===== src/rtl/video_stream_monitor.sv =====
// Frame-aware sink/checker for the ISP pixel stream: generates backpressure, tracks
// pixel position from the configured geometry, checks sideband flags and checksums frames.
module video_stream_monitor #(
  parameter int PIX_WID      = 24,
  parameter int STALL_PERIOD = 0,
  parameter int SUM_WID      = 32
) (
  input  logic               clk,
  input  logic               rst_n,
  input  logic               enable,
  input  logic [15:0]        img_width,
  input  logic [15:0]        img_height,
  input  logic [7:0]         frame_target,
  input  logic               s_valid,
  output logic               s_ready,
  input  logic [PIX_WID-1:0] s_data,
  input  logic               s_start,
  input  logic               s_line_last,
  input  logic               s_last,
  output logic               pix_fire,
  output logic [PIX_WID-1:0] pix_data,
  output logic               gen_last,
  output logic [15:0]        col,
  output logic [15:0]        row,
  output logic [7:0]         frame_cnt,
  output logic [SUM_WID-1:0] frame_sum,
  output logic               err_cfg,
  output logic               err_start,
  output logic               err_line,
  output logic               err_last,
  output logic               done
);

  localparam int SC_W = (STALL_PERIOD > 1) ? $clog2(STALL_PERIOD) : 1;

  typedef enum logic [1:0] {ST_IDLE, ST_RUN, ST_DONE} state_t;

  state_t              state;
  logic                enable_d;
  logic [15:0]         width_q;
  logic [15:0]         height_q;
  logic [SUM_WID-1:0]  run_sum;
  logic [SC_W-1:0]     stall_cnt;
  logic                stall_ok;
  logic                fire;
  logic                first_pix;
  logic                at_line_end;
  logic                at_frame_end;
  logic                target_hit;
  logic                vld_p1;
  logic [PIX_WID-1:0]  pix_data_p1;
  logic                gen_last_p1;

  // Checksum accumulates zero-extended pixels and wraps modulo 2^SUM_WID.
  function automatic logic [SUM_WID-1:0] sum_wrap(input logic [SUM_WID-1:0] acc,
                                                  input logic [PIX_WID-1:0] pix);
    return acc + SUM_WID'(pix);
  endfunction

  always_comb begin
    stall_ok = 1'b1;
    if (STALL_PERIOD > 0) stall_ok = (stall_cnt != SC_W'(STALL_PERIOD - 1));
  end

  assign s_ready      = (state == ST_RUN) && stall_ok;
  assign fire         = s_valid && s_ready;
  assign first_pix    = (col == 16'd0) && (row == 16'd0);
  assign at_line_end  = (col == width_q - 16'd1);
  assign at_frame_end = at_line_end && (row == height_q - 16'd1);
  assign target_hit   = (frame_target != 8'd0) && ((frame_cnt + 8'd1) == frame_target);

  always_ff @(posedge clk) begin
    if (!rst_n) begin
      state       <= ST_IDLE;
      enable_d    <= 1'b0;
      width_q     <= '0;
      height_q    <= '0;
      run_sum     <= '0;
      stall_cnt   <= '0;
      col         <= '0;
      row         <= '0;
      frame_cnt   <= '0;
      frame_sum   <= '0;
      err_cfg     <= 1'b0;
      err_start   <= 1'b0;
      err_line    <= 1'b0;
      err_last    <= 1'b0;
      vld_p1      <= 1'b0;
      pix_data_p1 <= '0;
      gen_last_p1 <= 1'b0;
    end else begin
      enable_d    <= enable;
      vld_p1      <= 1'b0;
      gen_last_p1 <= 1'b0;
      case (state)
        ST_IDLE: begin
          if (enable && !enable_d) begin
            if (img_width != 16'd0 && img_height != 16'd0) begin
              state     <= ST_RUN;
              width_q   <= img_width;
              height_q  <= img_height;
              stall_cnt <= '0;
            end else begin
              err_cfg <= 1'b1;
            end
          end
        end
        ST_RUN: begin
          if (STALL_PERIOD > 0) begin
            if (stall_cnt == SC_W'(STALL_PERIOD - 1)) stall_cnt <= '0;
            else                                      stall_cnt <= stall_cnt + SC_W'(1);
          end
          if (fire) begin
            // ---- stage p1: accepted pixel registered toward the outputs ----
            vld_p1      <= 1'b1;
            pix_data_p1 <= s_data;
            gen_last_p1 <= at_frame_end;
            err_start   <= err_start | (s_start != first_pix);
            err_line    <= err_line  | (s_line_last != at_line_end);
            err_last    <= err_last  | (s_last != at_frame_end);
            // Position follows geometry only; flags never resync the counters.
            if (at_frame_end) begin
              col       <= '0;
              row       <= '0;
              frame_cnt <= frame_cnt + 8'd1;
              frame_sum <= sum_wrap(run_sum, s_data);
              run_sum   <= '0;
              if (target_hit) state <= ST_DONE;
            end else begin
              run_sum <= sum_wrap(run_sum, s_data);
              if (at_line_end) begin
                col <= '0;
                row <= row + 16'd1;
              end else begin
                col <= col + 16'd1;
              end
            end
          end
        end
        default: ;
      endcase
    end
  end

  assign pix_fire = vld_p1;
  assign pix_data = pix_data_p1;
  assign gen_last = gen_last_p1;
  assign done     = (state == ST_DONE);

endmodule

===== config.mk =====
export PLATFORM = sky130hd
export DESIGN_NAME = video_stream_monitor
export DESIGN_NICKNAME = d
export VERILOG_FILES = /design/src/rtl/video_stream_monitor.sv
export SDC_FILE = /design/constraint.sdc
export NUM_CORES = 1
export LEC_CHECK = 0
export ABC_AREA = 1
export CORE_ASPECT_RATIO = 0.7
export CORE_UTILIZATION = 58
export DETAILED_ROUTE_END_ITERATION = 8
export PLACE_DENSITY = 0.86
export SETUP_SLACK_MARGIN = 0.05
export SYNTH_ARGS = -nofsm -noshare
export SYNTH_HDL_FRONTEND = slang
export SYNTH_SLANG_ARGS = --single-unit

===== constraint.sdc =====
create_clock -name clk -period 6.55 [get_ports clk]
set_input_delay 1.31 -clock clk [delete_from_list [all_inputs] [get_ports clk]]
set_output_delay 1.31 -clock clk [all_outputs]
set_load 0.005 [all_outputs]

==> results of run 1 <==
==> routing by layer <==
metal	wire, um	vias up	GRT usage, %
met1	15000	4874	51.5
met4	475	0	7.68
met3	3150	47	8.58
li1	-	5357	-
met2	12600	537	50.5
met5	0	-	0
==> state kept, by name (all words and copies together) (netlist names), 2 cells and up <==
name,count
width_q,16
pix_data,24
state,2
frame_cnt,8
run_sum,32
row,16
frame_sum,32
height_q,16
col,16
==> power breakdown <==
group	switching, uW	total (uW)	internal [uW]
clock network	488	993	504
logic	316	507	191
registers	31.7	1090	1060
total	836	2590	1760
==> cell usage after synthesis (4+ instances only) <==
| cell type | number |
|---|---|
| o22ai_1 | 6 |
| clkbuf_1 | 39 |
| xnor2_1 | 21 |
| nand3_1 | 157 |
| nand4_1 | 22 |
| dfxtp_1 | 169 |
| o21ai_0 | 91 |
| nor2_2 | 14 |
| a21o_1 | 4 |
| buf_6 | 6 |
| inv_1 | 159 |
| nor4_1 | 16 |
| a21oi_1 | 122 |
| nor2_4 | 5 |
| xor2_1 | 42 |
| nand2_1 | 381 |
| nor3_1 | 18 |
| nand2_2 | 8 |
| nand3b_1 | 15 |
| buf_1 | 5 |
| nor2_1 | 164 |
| inv_2 | 9 |
| ha_1 | 31 |
| o21bai_1 | 7 |
| o21ai_1 | 4 |
==> area by class of cell <==
| cell class | count | area (um2) |
|---|---|---|
| clock buffer | 18 | 429 |
| timing repair buffer | 180 | 1780 |
| fill | 1435 | 4620 |
| inverter | 170 | 639 |
| sequential | 169 | 3380 |
| tap | 231 | 289 |
| multi-input combinational | 1157 | 5900 |
| clock inverter | 14 | 130 |
==> worst max-delay path: cells and delay by family <==
| family | cells | cell delay (ps) |
|---|---|---|
| buffers and inverters | 2 | 590 |
| AO/OA/AOI/OAI | 3 | 840 |
| adder cells (fa/ha/maj) | 2 | 590 |
| AND/OR/NAND/NOR | 9 | 990 |
==> through the flow <==
step           hold WS (ps)  worst slack (ps)  total power, uW  util (%)
3_3_place_gp            440              2360             1600      69.8
2_1_floorplan           436              3370             1440         -
3_5_place_dp            447              2310             1610      69.8
6_report                460              2610             2590      73.1
5_1_grt                 473              2390             2700      73.1
4_1_cts                 457              2720             2580      73.1
==> layout by cell type (no fill, tap or decap), types with 2 or more instances in the layout <==
cell	count
nand2_1	381
nor3b_1	2
nand3_4	3
a21oi_1	122
xor2_1	42
clkinvlp_4	3
inv_6	3
nor3_2	2
o21ai_0	91
a21o_1	4
clkinv_2	2
and2_1	3
o21bai_1	7
inv_8	6
o211ai_1	3
ha_1	31
nand3_1	157
o22ai_1	6
nand2_2	8
inv_2	9
inv_1	159
dfxtp_1	169
or2_2	3
o21a_1	2
nor3_1	18
nor2_2	14
nor2_4	5
clkdlybuf4s50_1	173
buf_4	6
xnor2_1	21
nand3b_1	15
nor4_1	16
o21ai_1	4
nand4_1	22
clkbuf_16	17
a22oi_1	2
nor2_1	164
==> cells by family after synthesis <==
logic type | Yosys count | synth area share [%]
AO/OA/AOI/OAI | 245 | 12.7
XOR/XNOR | 63 | 5.42
adder cells (fa/ha/maj) | 32 | 4.01
buffers and inverters | 224 | 8.79
flip-flops | 169 | 33.3
AND/OR/NAND/NOR | 817 | 35.8
==> worst max path at each step <==
stage,end
finish,run_sum[20]
global route,run_sum[24]
CTS,run_sum[24]
detailed placement,run_sum[24]
global placement,run_sum[20]
floorplan,run_sum[24]
==> results.toml, run 1 <==
[setup_path]
worstRegToRegCells = 15
worstPathRequired_ps = 6920
critical_path_class = "primary input to flop"
worstReg2RegEnd = "run_sum[23]"
crit_arrival_ps = 4310
slowest_delay_ps = 620
crit_chain = "clkdlybuf4s50_1 > ha_1 > inv_1 > fa_1 > nand3b_1 > nand2_1 > a21oi_1 > o21ai_0 > nand2_1 > nand2_1 > nand2_1 > nand2_1 > nand2_1 > nand2_1 > nand3_1 > a21oi_1"
cpMaxStageDelayCell = "o21ai_0"
startpoint_type = "primary input"
crit_path_end_kind = "flop"
rr_startpoint = "width_q[0]"
rrSetupSlack_ps = 3300
startpoint = "s_data[0]"
cp_max_fo = 4
critPathMostFrequentCell = "nand2_1"

[synthesis]
ys_warn_count = 0
postSynthNetCount = 1653
synth_seq_cells = 169
synth_top_area_share_pct = 33.3
synthArstFlopShare_pct = 0
postSynthCellCount = 1550
synth_flop_cell = "dfxtp_1"
synth_top_cell_by_area = "dfxtp_1"
synth_cell_type_count = 46
netlist_area_um2 = 10200
synth_edf_count = 0
syn_area_per_cell_um2 = 6.56
synth_seq_area_share_pct = 33.3
netlist_top_cells_area = "dfxtp_1, nand2_1, nand3_1, nor2_1, a21oi_1"

[place]
place_area_um2 = 12000
place_inst = 1907
place_congestion = 0.977
io_buffers = 174
dp_hpwl_um = 22700

[timing]
fin_skew_ps = 13.9
setup_viol_count_final = 0
period_share_pct = 60.1
worst_slew_pin_slew_ps = 976
fin_tns_setup_ps = 0
slew_headroom_pct = 34.9
hold_viol = 0
drv_slew = 0
post-route-min-period_ps = 3940
rsz0062_at_grt = "no"
fmax_mhz = 254

[clock_tree]
ctsResizeCount = 0
numCtsBuffers = 17
cts_buffer_depth = 2
hold_buffers = 0
cts.sinks = 169
cts.clk_slew.worst_paths_ps = 80
cts_tree = "yes"
postCtsSetupRepairBufs = 0
clockRootBuffer = "clkbuf_16"
clk_latency_ps = 440
cts_max_level = 4

[grt]
grt_usage_pct = 34.8
antenna_found_initial = 0
grt_pass1_wl_um = 50300
grt.overflow.total = 0
grt_max_degree = 101
grt_pass1_vias = 9789

[floorplanning]
die_w_um = 160
rows = 40
die_h_um = 113
dieArea_um2 = 18100
initial_core_util_pct = 59.3
boundaryPins = 175
core_area_um2 = 17200

[final_layout]
design_area_um2 = 12500
syn_to_final_growth_pct = 23.3
final_cells = 1939
layout-drive-gt1-share_pct = 5.09
antenna_cells = 0
final_nets = 1798

[detailed_routing]
via_per_inst = 5.58
vias = 10815
first_pass_iters = 5
routed_wl_um = 31200
final_antenna_net_count = 0
drt_iter0_markers = 1324
drc = 0
avgRoutedWirePerCell_um = 16.1

[pwr]
powerDensity_nw_per_um2 = 207
peakVddDrop_mv = 0.119
p_leak_uw = 0.00549

[worst_hold_path]
min_to = "err_start"
min_from = "err_start"
hp-class = "flop to flop"
min_path_cells = 2

[run]
cap_violations = 0

[run_status]
run_status = "finished, final reports clean"
Note: power is estimated with default switching activity, not from simulation.
==> run 2: changes to the inputs <==
--- a/config.mk
+++ b/config.mk
@@ -7,9 +7,9 @@
 export LEC_CHECK = 0
 export ABC_AREA = 1
 export CORE_ASPECT_RATIO = 0.7
-export CORE_UTILIZATION = 58
+export CORE_UTILIZATION = 54
 export DETAILED_ROUTE_END_ITERATION = 8
-export PLACE_DENSITY = 0.86
+export PLACE_DENSITY = 0.81
 export SETUP_SLACK_MARGIN = 0.05
 export SYNTH_ARGS = -nofsm -noshare
 export SYNTH_HDL_FRONTEND = slang
==> constraint.sdc (replaced) <==
create_clock -name clk -period 3.7 [get_ports clk]
set_input_delay 0.74 -clock clk [delete_from_list [all_inputs] [get_ports clk]]
set_output_delay 0.74 -clock clk [all_outputs]
set_load 0.005 [all_outputs]
==> results.toml, run 2 (synthesized netlist as in run 1, its figures left out) <==
[pwr]
powerDensity_nw_per_um2 = 367
peakVddDrop_mv = 0.289
p_leak_uw = 0.00552

[timing]
fmax_mhz = 318
hold_viol = 0
post-route-min-period_ps = 3140
setup_viol_count_final = 0
fin_tns_setup_ps = 0
period_share_pct = 84.9
worst_slew_pin_slew_ps = 822
drv_slew = 0
fin_skew_ps = 14.4
slew_headroom_pct = 44.7
rsz0062_at_grt = "no"

[clock_tree]
numCtsBuffers = 17
clockRootBuffer = "clkbuf_16"
cts.sinks = 169
hold_buffers = 0
cts_tree = "yes"
clk_latency_ps = 460
cts_buffer_depth = 2
cts_max_level = 4
ctsResizeCount = 0
postCtsSetupRepairBufs = 0
cts.clk_slew.worst_paths_ps = 70

[grt]
grt.overflow.total = 0
grt_pass1_wl_um = 50600
grt_max_degree = 102
antenna_found_initial = 0
grt_pass1_vias = 9898
grt_usage_pct = 33.1

[setup_path]
crit_arrival_ps = 3470
cp-endpoint = "frame_cnt[5]"
cp_max_fo = 37
rr_startpoint = "width_q[0]"
worstReg2RegEnd = "frame_cnt[5]"
rrSetupSlack_ps = 560
crit_path_end_kind = "flop"
startpoint_type = "flop"
startpoint = "width_q[0]"
critical_path_class = "flop to flop"
worstPathRequired_ps = 4020
worstRegToRegCells = 15

[detailed_routing]
drt_iter0_markers = 1285
via_per_inst = 5.68
vias = 11062
routed_wl_um = 32000
first_pass_iters = 8
final_antenna_net_count = 0
avgRoutedWirePerCell_um = 16.4
drc = 10

[run_status]
run_status = "complete, but fails checks"
violations = "DRC"

[final_layout]
layout-drive-gt1-share_pct = 5.37
final_cell_mix = "nand2_1, clkdlybuf4s50_1, dfxtp_1"
mostFrequentLayoutCell = "nand2_1"
final_nets = 1802
syn_to_final_growth_pct = 24.2
antenna_cells = 0
final_cells = 1948

[place]
dp_hpwl_um = 23300
place_congestion = 0.996
place_inst = 1916
io_buffers = 174

[floorplanning]
rows = 41
boundaryPins = 175
initial_core_util_pct = 55.9
die_w_um = 166
dieArea_um2 = 19400
core_area_um2 = 18200
die_h_um = 117

[run]
cap_violations = 0

[worst_hold_path]
hp-class = "flop to flop"
## run 2: critical path: stages, from the launching register on
cell,delay [ps]
dfxtp_1,330
inv_1,130
ha_1,410
inv_1,60
nand2_1,60
nand2_1,50
nor2_1,170
nand3_1,140
nor2_1,110
nand2_1,70
nor2_2,160
nand3_4,140
nor2_8,170
nand3_4,450
nand2_2,440
o22ai_1,120
## run 2: area by class of cell
type | instances | area (um2)
Sequential cell | 169 | 3380
Timing Repair Buffer | 184 | 1840
Multi-Input combinational cell | 1157 | 5900
Clock buffer | 17 | 425
Clock inverter | 15 | 155
Inverter | 170 | 639
Tap cell | 236 | 295
Fill cell | 1618 | 5580
## run 2: worst min path at each step
stage / from / end / slack [ps] / cells past startpoint
floorplan: height_q[15] / height_q[15] / 440 / 2
global placement: height_q[15] / height_q[15] / 450 / 2
detailed placement: err_line / err_line / 460 / 2
CTS: err_line / err_line / 470 / 2
global route: err_line / err_line / 480 / 2
finish: err_line / err_line / 470 / 2
## run 2: stage by stage
step | power, uW | setup WS (ps) | utilization [%] | area, um2 | hold slack [ps]
CTS | 4620 | 652 | 69.4 | 12600 | 465
detailed placement | 2860 | 339 | 66.2 | 12100 | 456
global placement | 2850 | 410 | 66.2 | 12100 | 450
floorplan | 2560 | 1090 | - | 10200 | 436
finish | 4640 | 558 | 69.4 | 12600 | 465
global route | 4830 | 310 | 69.4 | 12600 | 478
## run 2: report_power, final
part           leakage (uW)  switching [uW]  internal (uW)
clock              0.000275             887            899
sequential          0.00137            55.6           1880
combinational       0.00387             569            345
total               0.00552            1510           3130
## run 2: layer usage
layer	wire, um	global-route usage, %	share of wire, %	vias up
met5	0	0	0	-
met2	12900	48.3	40	546
met3	3600	7.87	11	42
met4	418	9.91	1.3	0
met1	15100	48.2	47	5111
li1	-	-	-	5363
==> run 3: changes to the inputs <==
--- a/config.mk
+++ b/config.mk
@@ -7,9 +7,9 @@
 export LEC_CHECK = 0
 export ABC_AREA = 1
 export CORE_ASPECT_RATIO = 0.7
-export CORE_UTILIZATION = 54
+export CORE_UTILIZATION = 49
 export DETAILED_ROUTE_END_ITERATION = 8
-export PLACE_DENSITY = 0.81
+export PLACE_DENSITY = 0.78
 export SETUP_SLACK_MARGIN = 0.05
 export SYNTH_ARGS = -nofsm -noshare
 export SYNTH_HDL_FRONTEND = slang
==> constraint.sdc (replaced) <==
create_clock -name clk -period 2.8 [get_ports clk]
set_input_delay 0.56 -clock clk [delete_from_list [all_inputs] [get_ports clk]]
set_output_delay 0.56 -clock clk [all_outputs]
set_load 0.005 [all_outputs]
==> results.toml, run 3 (synthesized netlist as in run 1, its figures left out) <==
[run_status]
run_status = "finished, final reports clean"

[place]
io_buffers = 174
dp_hpwl_um = 24500
place_congestion = 0.971
dp_slack_ps = -369
place_area_um2 = 12700

[pwr]
peakVddDrop_mv = 0.334
p_leak_uw = 0.00594
powerDensity_nw_per_um2 = 463

[clock_tree]
cts.sinks = 169
numCtsBuffers = 17
cts.clk_slew.worst_paths_ps = 70
clk_latency_ps = 440
cts_tree = "yes"
clockRootBuffer = "clkbuf_16"
cts_max_level = 4
hold_buffers = 0
cts_buffer_depth = 2

[worst_hold_path]
min_to = "pix_data[0]"
min_path_cells = 3
min_from = "s_data[0]"
hp-class = "primary input to flop"

[setup_path]
rr_startpoint = "width_q[0]"
crit_path_end_kind = "flop"
critPathMostFrequentCell = "nand2_1"
critical_path_class = "flop to flop"
worstRegToRegCells = 16
path_buf_inv = 4
cpMaxStageDelayCell = "dfxtp_1"
startpoint_type = "flop"
worstPathRequired_ps = 3180
rrSetupSlack_ps = 230
crit_chain = "inv_1 > ha_1 > nand2_2 > nor2_4 > nand3b_1 > nand2_1 > inv_2 > nor2_1 > nand2_1 > nor2_1 > and2_2 > nand3_4 > inv_6 > buf_12 > nand2_1 > nand2_1"
worstReg2RegEnd = "frame_sum[9]"
crit_arrival_ps = 2950
cp_max_fo = 20
slowest_delay_ps = 320
crit_family = "simple AND/OR/NAND/NOR gates"

[floorplanning]
rows = 43
die_w_um = 174
dieArea_um2 = 21400
die_h_um = 123
initial_core_util_pct = 50.7
core_area_um2 = 20100
boundaryPins = 175

[final_layout]
antenna_cells = 0
final_util_pct = 66.6
register_area_um2 = 3380
fillers = 1734
syn_to_final_growth_pct = 31.3
layout-drive-gt1-share_pct = 10.1
multi_input_area_um2 = 5940
mostFrequentLayoutCell = "nand2_1"
design_area_um2 = 13400
final_nets = 1885
final_cell_mix = "nand2_1, clkdlybuf4s50_1, dfxtp_1"

[timing]
period_share_pct = 91.9
rsz0062_at_grt = "no"
fmax_mhz = 388
finalWorstSetupSlack_ps = 226
drv_slew = 0
setup_viol_count_final = 0
worst_slew_pin_slew_ps = 696
slew_headroom_pct = 53.2
fin_tns_setup_ps = 0
fin_skew_ps = 13.2
hold_viol = 0
post-route-min-period_ps = 2570
worst_hold_slack_ps = 444

[grt]
grt_usage_pct = 30.4
antenna_found_initial = 0
grt_pass1_vias = 10052
grt.overflow.total = 0
grt_pass1_wl_um = 51700
grt_max_degree = 56

[detailed_routing]
first_pass_iters = 7
routed_wl_um = 32200
via_per_inst = 5.40
final_antenna_net_count = 0
drc = 0
vias = 11139
drt_iter0_markers = 987
avgRoutedWirePerCell_um = 15.6

[run]
cap_violations = 0
[run 3: cell count changes in the layout (fill, tap and decap cells not counted), sizes merged]
| cell | delta |
|---|---|
| clkbuf | +1 |
| dlymetal6s2s | +1 |
| clkinvlp | +1 |
| inv | -2 |
| bufinv | +1 |
| buf | +83 |
| clkdlybuf4s50 | -1 |
| clkinv | -2 |
[run 3: power breakdown]
group / switching, uW / leakage (uW) / internal [uW]
combinational: 775 / 0.00431 / 546
sequential: 71.4 / 0.00137 / 2490
clock: 1070 / 0.000260 / 1230
[run 3: cell type report]
cell class / count / share of cell area [%]
multi-input combinational: 1157 / 44.5
sequential: 169 / 25.3
timing repair buffer: 267 / 18.7
inverter: 170 / 4.81
clock buffer: 18 / 3.21
tap: 270 / 2.53
clock inverter: 13 / 0.918
[run 3: worst max-delay path by stage]
stage	start	end	slack (ps)	depth (start not counted)
floorplan	s_data[0]	run_sum[24]	370	12
global placement	s_data[0]	run_sum[18]	-280	15
detailed placement	s_data[0]	run_sum[18]	-370	15
CTS	s_data[0]	run_sum[18]	60	15
global route	s_data[4]	run_sum[29]	50	13
finish	width_q[0]	frame_sum[9]	230	16
[run 3: repair_timing]
item                                    in CTS  in global routing
endpoints found under the hold margin        0                  0
resized for setup                            0                 17
endpoints found under the setup margin       0                 55
setup buffers                                0                  5
[run 3: tightest hold or removal path, delay by kind of cell]
kind / cells / cell delay (ps)
simple gates: 2 / 150
buf+inv: 1 / 130
[run 3: layer usage]
metal | up-vias | GRT usage, % | share of wire, %
met3 | 27 | 7.40 | 9.1
li1 | 5526 | - | -
met4 | 0 | 7.07 | 1.1
met1 | 5144 | 45.5 | 50
met2 | 442 | 43.1 | 40
met5 | - | 0 | 0
[run 3: metrics by stage]
| stage | std cells | power (uW) |
|---|---|---|
| after floorplan | 1550 | 3380 |
| after global placement | 2028 | 3860 |
| after detailed placement | 2028 | 3880 |
| after CTS | 2059 | 6150 |
| after global routing | 2064 | 6450 |
| final | 2064 | 6180 |
